### config.mk
export PLATFORM = sky130hd
export DESIGN_NAME = ccff_chain_loader
export DESIGN_NICKNAME = d
export VERILOG_FILES = /design/src/rtl/ccff_pkg.sv /design/src/rtl/ccff_crc16_serial.sv /design/src/rtl/ccff_chain_loader.sv
export SDC_FILE = /design/constraint.sdc
export NUM_CORES = 1
export LEC_CHECK = 0
export BUFFER_PORTS_ARGS = -buffer_cell sky130_fd_sc_hd__buf_2
export CAP_MARGIN = 20
export CORE_MARGIN = 1
export CORE_UTILIZATION = 37
export DETAILED_ROUTE_END_ITERATION = 12
export GPL_ROUTABILITY_DRIVEN = 0
export PLACE_DENSITY_LB_ADDON = 0.1
export SETUP_SLACK_MARGIN = 0.5
export SLEW_MARGIN = 20
export SYNTH_ARGS = -nofsm -noshare
export SYNTH_HDL_FRONTEND = slang
export SYNTH_SLANG_ARGS = --single-unit
### constraint.sdc
create_clock -name prog_clk -period 3.93 [get_ports prog_clk]
set_clock_uncertainty 0.15 [all_clocks]
set_input_delay 0.786 -clock prog_clk [delete_from_list [all_inputs] [get_ports prog_clk]]
set_output_delay 0.786 -clock prog_clk [all_outputs]
set_load 0.01 [all_outputs]
### src/rtl/ccff_pkg.sv
// Shared types and CRC helpers for the ccff chain loader.
// The CRC pieces are used only when CCFF_READBACK_VERIFY_EN is defined.
package ccff_pkg;

   typedef enum logic [2:0] {
      IDLE,
      LOAD,
      SHIFT,
      VERIFY,
      DONE
   } state_t;

   localparam logic [15:0] CRC16_POLY = 16'h1021;
   localparam logic [15:0] CRC16_INIT = 16'hFFFF;

   // One serial CRC-16-CCITT step, MSB-first feedback.
   function automatic logic [15:0] crc16_step(input logic [15:0] crc, input logic dataBit);
      logic fb;
      fb = crc[15] ^ dataBit;
      return {crc[14:0], 1'b0} ^ (fb ? CRC16_POLY : 16'h0000);
   endfunction

endpackage

### src/rtl/ccff_crc16_serial.sv
// Bit-serial CRC-16-CCITT accumulator with synchronous clear and enable.
module ccff_crc16_serial
   import ccff_pkg::*;
(
   input  logic        prog_clk,
   input  logic        prog_reset,
   input  logic        i_clear,
   input  logic        i_en,
   input  logic        i_bit,
   output logic [15:0] o_crc
);

   logic [15:0] r_crc;

   always_ff @(posedge prog_clk or posedge prog_reset) begin
      if (prog_reset) begin
         r_crc <= CRC16_INIT;
      end else if (i_clear) begin
         r_crc <= CRC16_INIT;
      end else if (i_en) begin
         r_crc <= crc16_step(r_crc, i_bit);
      end
   end

   assign o_crc = r_crc;

endmodule

### src/rtl/ccff_chain_loader.sv
// Serialises host bitstream words onto a ccff configuration chain.
// Define CCFF_READBACK_VERIFY_EN to add a CRC readback pass over the chain.
module ccff_chain_loader
   import ccff_pkg::*;
#(
   parameter int CHAIN_LEN = 6,
   parameter int WORD_W    = 4,
   parameter int CNT_W     = $clog2(CHAIN_LEN + 1)
) (
   input  logic              prog_clk,
   input  logic              prog_reset,
   input  logic              cfg_start,
   input  logic              cfg_abort,
   input  logic [WORD_W-1:0] cfg_word,
   input  logic              cfg_valid,
   output logic              cfg_ready,
   output logic              ccff_head,
   output logic              ccff_shift_en,
   input  logic              ccff_tail,
   output logic              busy,
   output logic              done,
   output logic              err
);

   localparam logic [CNT_W-1:0] LEN_CNT = CNT_W'(CHAIN_LEN);
   localparam logic [CNT_W-1:0] ONE_CNT = CNT_W'(1);

   state_t            r_state;
   logic [WORD_W-1:0] r_sreg;
   logic [CNT_W-1:0]  r_bitsLeft;
   logic [CNT_W-1:0]  r_n;
   logic              r_ready;
   logic              r_head;
   logic              r_shiftEn;
   logic              r_busy;
   logic              r_done;
   logic [CNT_W-1:0]  w_firstN;

   // A short final word only shifts the bits still owed to the chain.
   always_comb begin
      if (int'(r_bitsLeft) > WORD_W) w_firstN = CNT_W'(WORD_W);
      else                           w_firstN = r_bitsLeft;
   end

`ifdef CCFF_READBACK_VERIFY_EN
   logic        r_err;
   logic [15:0] w_headCrc;
   logic [15:0] w_tailCrc;
   logic [15:0] w_tailCrcFinal;
   logic        w_crcClear;
   logic        w_headCrcEn;
   logic        w_tailCrcEn;

   assign w_crcClear     = (r_state == IDLE) && cfg_start;
   assign w_headCrcEn    = (r_state == SHIFT);
   assign w_tailCrcEn    = (r_state == VERIFY);
   assign w_tailCrcFinal = crc16_step(w_tailCrc, ccff_tail);

   ccff_crc16_serial u_headCrc (
      .prog_clk   (prog_clk),
      .prog_reset (prog_reset),
      .i_clear    (w_crcClear),
      .i_en       (w_headCrcEn),
      .i_bit      (r_head),
      .o_crc      (w_headCrc)
   );

   ccff_crc16_serial u_tailCrc (
      .prog_clk   (prog_clk),
      .prog_reset (prog_reset),
      .i_clear    (w_crcClear),
      .i_en       (w_tailCrcEn),
      .i_bit      (ccff_tail),
      .o_crc      (w_tailCrc)
   );

   // Recirculating the tail during readback keeps the chain contents intact.
   assign ccff_head = (r_state == VERIFY) ? ccff_tail : r_head;
   assign err       = r_err;
`else
   logic w_unusedTail;
   assign w_unusedTail = ccff_tail;
   assign ccff_head    = r_head;
   assign err          = 1'b0;
`endif

   always_ff @(posedge prog_clk or posedge prog_reset) begin
      if (prog_reset) begin
         r_state    <= IDLE;
         r_sreg     <= '0;
         r_bitsLeft <= '0;
         r_n        <= '0;
         r_ready    <= 1'b0;
         r_head     <= 1'b0;
         r_shiftEn  <= 1'b0;
         r_busy     <= 1'b0;
         r_done     <= 1'b0;
`ifdef CCFF_READBACK_VERIFY_EN
         r_err      <= 1'b0;
`endif
      end else begin
         r_done <= 1'b0;
         if (cfg_abort && (r_state != IDLE)) begin
            r_state   <= IDLE;
            r_ready   <= 1'b0;
            r_head    <= 1'b0;
            r_shiftEn <= 1'b0;
            r_busy    <= 1'b0;
         end else begin
            case (r_state)
               IDLE: begin
                  if (cfg_start) begin
                     r_state    <= LOAD;
                     r_bitsLeft <= LEN_CNT;
                     r_ready    <= 1'b1;
                     r_busy     <= 1'b1;
`ifdef CCFF_READBACK_VERIFY_EN
                     r_err      <= 1'b0;
`endif
                  end
               end
               LOAD: begin
                  if (cfg_valid && r_ready) begin
                     r_state   <= SHIFT;
                     r_head    <= cfg_word[0];
                     r_sreg    <= cfg_word >> 1;
                     r_n       <= w_firstN;
                     r_ready   <= 1'b0;
                     r_shiftEn <= 1'b1;
                  end
               end
               SHIFT: begin
                  r_head     <= r_sreg[0];
                  r_sreg     <= r_sreg >> 1;
                  r_bitsLeft <= r_bitsLeft - ONE_CNT;
                  r_n        <= r_n - ONE_CNT;
                  if (r_n == ONE_CNT) begin
                     r_head <= 1'b0;
                     if (r_bitsLeft != ONE_CNT) begin
                        r_state   <= LOAD;
                        r_ready   <= 1'b1;
                        r_shiftEn <= 1'b0;
                     end else begin
`ifdef CCFF_READBACK_VERIFY_EN
                        r_state <= VERIFY;
                        r_n     <= LEN_CNT;
`else
                        r_state   <= DONE;
                        r_shiftEn <= 1'b0;
                        r_done    <= 1'b1;
`endif
                     end
                  end
               end
`ifdef CCFF_READBACK_VERIFY_EN
               VERIFY: begin
                  r_n <= r_n - ONE_CNT;
                  if (r_n == ONE_CNT) begin
                     r_state   <= DONE;
                     r_shiftEn <= 1'b0;
                     if (w_headCrc != w_tailCrcFinal) r_err  <= 1'b1;
                     else                             r_done <= 1'b1;
                  end
               end
`endif
               DONE: begin
                  r_state <= IDLE;
                  r_busy  <= 1'b0;
               end
               default: begin
                  r_state   <= IDLE;
                  r_ready   <= 1'b0;
                  r_shiftEn <= 1'b0;
                  r_busy    <= 1'b0;
               end
            endcase
         end
      end
   end

   assign cfg_ready     = r_ready;
   assign ccff_shift_en = r_shiftEn;
   assign busy          = r_busy;
   assign done          = r_done;

endmodule

; After elaboration in Yosys (flattened, before gate mapping)
; Index checks and enable logic that the tools add are counted.
[word_totals]
regBits = 18
in_bits = 10
elab_cells = 76
[classes]
n_addsub = 2
order_cmp = 1
n_eq_ne = 14
muxes = 33
n_bitwise = 1
reduce_logical = 16
[ops]
columns = cell, count
row1 = $mux 3, 8
row2 = $mux 1, 16
row3 = $ne 3x3->1 const B, 4
row4 = $pmux 3 s2, 2
row5 = $reduce_and 3->1, 4
row6 = $pmux 3 s3, 1
row7 = $pmux 4 s2, 1
row8 = $eq 3x1->1 const B, 2
row9 = $ne 2x2->1 const B, 3
row10 = $reduce_bool 3->1, 2
row11 = $sub 3x1->3 const B, 2
row12 = $reduce_and 5->1, 1
row13 = $mux 4, 1
row14 = $ne 2x1->1 const B, 2
row15 = $pmux 1 s2, 2
row16 = $pmux 1 s4, 1
row17 = $reduce_and 2->1, 2
row18 = $reduce_bool 2->1, 2
row19 = $reduce_or 2->1, 2
row20 = $eq 3x2->1 const B, 1
row21 = $eq 3x3->1 const B, 1
row22 = $gt 3x3->1 const B, 1
row23 = $logic_not 3->1, 1
row24 = $ne 3x1->1 const B, 1
row25 = other kinds (3), 4

; Logic depth before layout (Yosys ltp)
[depth]
ltp_word = 5
depth_mapped = 7

; Worst setup path after synthesis
; OpenSTA, ideal clock, no wires.
[synth_timing]
kind = input-to-reg
start = input cfg_valid
end = register r_ready, in the netlist cfg_ready
setup_time_ns = 0.123
arrival_ns = 1.606
path_slack_ns = 2.050
cell_stages = 4
path_cell_list = nand2_1 > a32o_2 > a221o_1 > mux2i_1
[synth_between]
elab_chain_cells = 3
[synth_rtl]
columns = element, line
row1 = from (decl), ccff_chain_loader.sv:15  ; input logic cfg_valid,
row2 = $logic_and 1x1->1, ccff_chain_loader.sv:123  ; if (cfg_valid && r_ready) begin
row3 = $ne 3x3->1 (no line), --
row4 = $reduce_and 5->1 (no line), --
row5 = to (signal assigned), ccff_chain_loader.sv:115  ; r_ready <= 1'b1;
row6 = to (signal assigned), ccff_chain_loader.sv:128  ; r_ready <= 1'b0;
row7 = to (signal assigned), ccff_chain_loader.sv:141  ; r_ready <= 1'b1;
row8 = to (decl), ccff_chain_loader.sv:32  ; logic r_ready;
; Every way passes these cells.
; A chain may end at the register's enable or synchronous reset.

; Worst setup path in the final report
[layout_timing]
start = register r_state[0]
end = register r_n[1]
[layout_between]
elab_chain_cells = 4
elab_cells_between_ends = 9
[layout_rtl]
columns = element, line
row1 = from (decl), ccff_chain_loader.sv:28  ; state_t r_state;
row2 = from (signal assigned), ccff_chain_loader.sv:89  ; r_state <= IDLE;
row3 = from (signal assigned), ccff_chain_loader.sv:104  ; r_state <= IDLE;
row4 = from (signal assigned), ccff_chain_loader.sv:113  ; r_state <= LOAD;
row5 = branches (longest 4 deep; another with $eq 3x1->1), --
row6 = to (signal assigned), ccff_chain_loader.sv:127  ; r_n <= w_firstN;
row7 = to (signal assigned), ccff_chain_loader.sv:136  ; r_n <= r_n - ONE_CNT;
row8 = to (decl), ccff_chain_loader.sv:31  ; logic [CNT_W-1:0] r_n;
; Several ways; the timed one is not identified.

==> reports/results.tsv <==
metric	value	unit
synth-seq-cells	17	
slew_headroom	55.0	%
die_h	54.9	um
finalCritPeriodShare	48.3	%
ioPinCount	16	
drive_gt1_share	15.9	%
clk_path_buf_depth	2	
crit_fanout	15	
fin_nets	142	
cp-end-kind	register	
ant_nets	0	
fin_area	1110	sq um
fillers	275	
first_global_vias	748	
core-area	2570	sq um
cts-buffers-inserted	3	
worstMarginPinSlew	0.674	ns
syn_area	1040	sq um
hold_viol	0	
grt_pass1_wl	3440	um
routed_wl	2040	um
vias	847	
synth-async-reset-ratio	100	%
critPathKind	reg -> reg	
synthesis.nets	131	
final_common_cell	dfrtp_1	
avgSynthCellArea	8.93	sq um
grt_usage	16.3	%
drt-vias-per-instance	5.43	
startpoint_type	register	
insertion_delay	0.28	ns
rows	18	
power.leakage	0.544	nW
multi_input_area	513	sq um
fin_tns_setup	0	ns
portBuffers	13	
hold_path_class	reg -> reg	
final_cell_mix	dfrtp_1 (17), nor2_1 (13), buf_2 (13)	
yosysWarnings	0	
fmax	526	MHz
h-tree-depth	1	
dp_hpwl	1470	um
yosysSeqAreaShare	41.1	%
power_density	587	nW/um^2
area_growth	7.00	%
critPathMaxStageDelay	0.65	ns
dr.pass1.iters	4	
drtIter0Drc	18	
cp.required	3.95	ns
drc	0	
ctsHoldBuffers	0	
grt_start_max_net_pins	18	
regArea	425	sq um
fin_crit	1.90	ns
worstPathCellList	nand4b_1, a211o_1, a311oi_1, a21oi_1	
path_clk_slew	0.10	ns
cts_resized	0	
crit_arrival	1.92	ns
dieArea	3020	sq um
setup_viol	0	
antenna_cells	0	
die_x	54.9	um
holdWs	0.342	ns
wire_per_inst	13.1	um
grt_setup_unrepaired	false	
grt_overflow_total	0	
synth_edf_count	0	
ys.flop_type	dfrtp_1	
tritoncts	built	
clockRootBuffer	clkbuf_4	
cts_num_sinks	17	
status	completed	
drv_slew	0	
maxCapViolCount	0	
antenna_found_initial	0	
cpMaxStageDelayCell	dfrtp_1	
vdd_drop_max	292	uV
cts_setup_buffers	0	
place_area	1080	sq um
syn_inst	116	
initial_core_util	40.4	%
synth_cell_types	36	
[final cells by class]
| type | count | area share [%] |
|---|---|---|
| multi-input combinational | 81 | 46.3 |
| sequential | 17 | 38.4 |
| timing repair buffer | 13 | 5.87 |
| inverter | 11 | 3.72 |
| tap | 30 | 3.39 |
| clock buffer | 4 | 2.37 |
[power by group]
part / leakage [nW] / internal [mW] / total [mW] / switching (mW)
clock: 0.0150 / 0.0394 / 0.0942 / 0.0548
sequential: 0.206 / 0.234 / 0.298 / 0.0635
combinational: 0.323 / 0.118 / 0.259 / 0.141
[logic make-up (layout without fill, tap and decap cells)]
| logic type | after synthesis | after routing | share of synthesized area [%] |
|---|---|---|---|
| multiplexers | 4 | 4 | 3.86 |
| AO/OA/AOI/OAI | 33 | 33 | 20.0 |
| buffers and inverters | 18 | 28 | 9.42 |
| other | 1 | 1 | 0.362 |
| adder cells (fa/ha/maj) | 5 | 5 | 6.04 |
| flip-flops | 17 | 17 | 41.1 |
| AND/OR/NAND/NOR | 38 | 38 | 19.2 |
[worst paths after layout]
kind / startpoint / to / slack, ns / cells past startpoint
max: r_state[0] / r_n[1] / 2.03 / 4
min: r_sreg[0] / r_sreg[0] / 0.34 / 2
max reg2reg: r_state[0] / r_n[1] / 2.03 / 4
min reg2reg: r_sreg[0] / r_sreg[0] / 0.34 / 2
max in group asynchronous: prog_reset / r_sreg[1] / 2.77 / 2
min in group asynchronous: prog_reset / r_sreg[2] / 0.43 / 2
[state kept, by name, summed over array words and instances, names as in the netlist]
name	flops
busy	1
r_n	3
r_state	3
ccff_head	1
r_bitsLeft	3
r_sreg	3
cfg_ready	1
ccff_shift_en	1
done	1
[through the flow]
step	power [mW]	utilization (%)	std cells	setup slack, ns
final	0.651	43.2	156	2.03
after global routing	0.712	43.2	156	1.92
after CTS	0.658	43.2	156	2.02
after detailed placement	0.562	42.2	152	1.82
after global placement	0.558	42.2	152	1.83
after floorplan	0.504	-	116	2.05
[Yosys cell counts, types with 2 or more instances]
master | count | share of area, %
mux2i_1 | 4 | 3.9
buf_4 | 4 | 2.9
o21ai_1 | 6 | 2.9
o21ai_0 | 5 | 2.4
nor2_1 | 13 | 4.7
buf_6 | 2 | 2.2
nand4b_1 | 2 | 1.7
a31oi_1 | 2 | 1.2
dfrtp_1 | 17 | 41
o22ai_1 | 2 | 1.2
nand2_1 | 10 | 3.6
nand4_1 | 2 | 1.2
a21oi_1 | 9 | 4.3
inv_1 | 11 | 4.0
ha_1 | 5 | 6.0
nor3_1 | 2 | 0.97
[metal layers]
layer / wire length, um / track usage [%] / part of all wire, %
met1: 1030 / 24.1 / 50
met4: 19 / 7.50 / 0.93
met5: 0 / 0 / 0
met3: 94 / 3.28 / 4.6
met2: 899 / 22.7 / 44
[worst max-delay path: cells and delay by family (launching register included)]
kind / cells / cell delay (ns)
compound gates: 3 / 0.81
simple gates: 1 / 0.17
flops: 1 / 0.65
No activity file was read; power rests on OpenSTA's default activity.
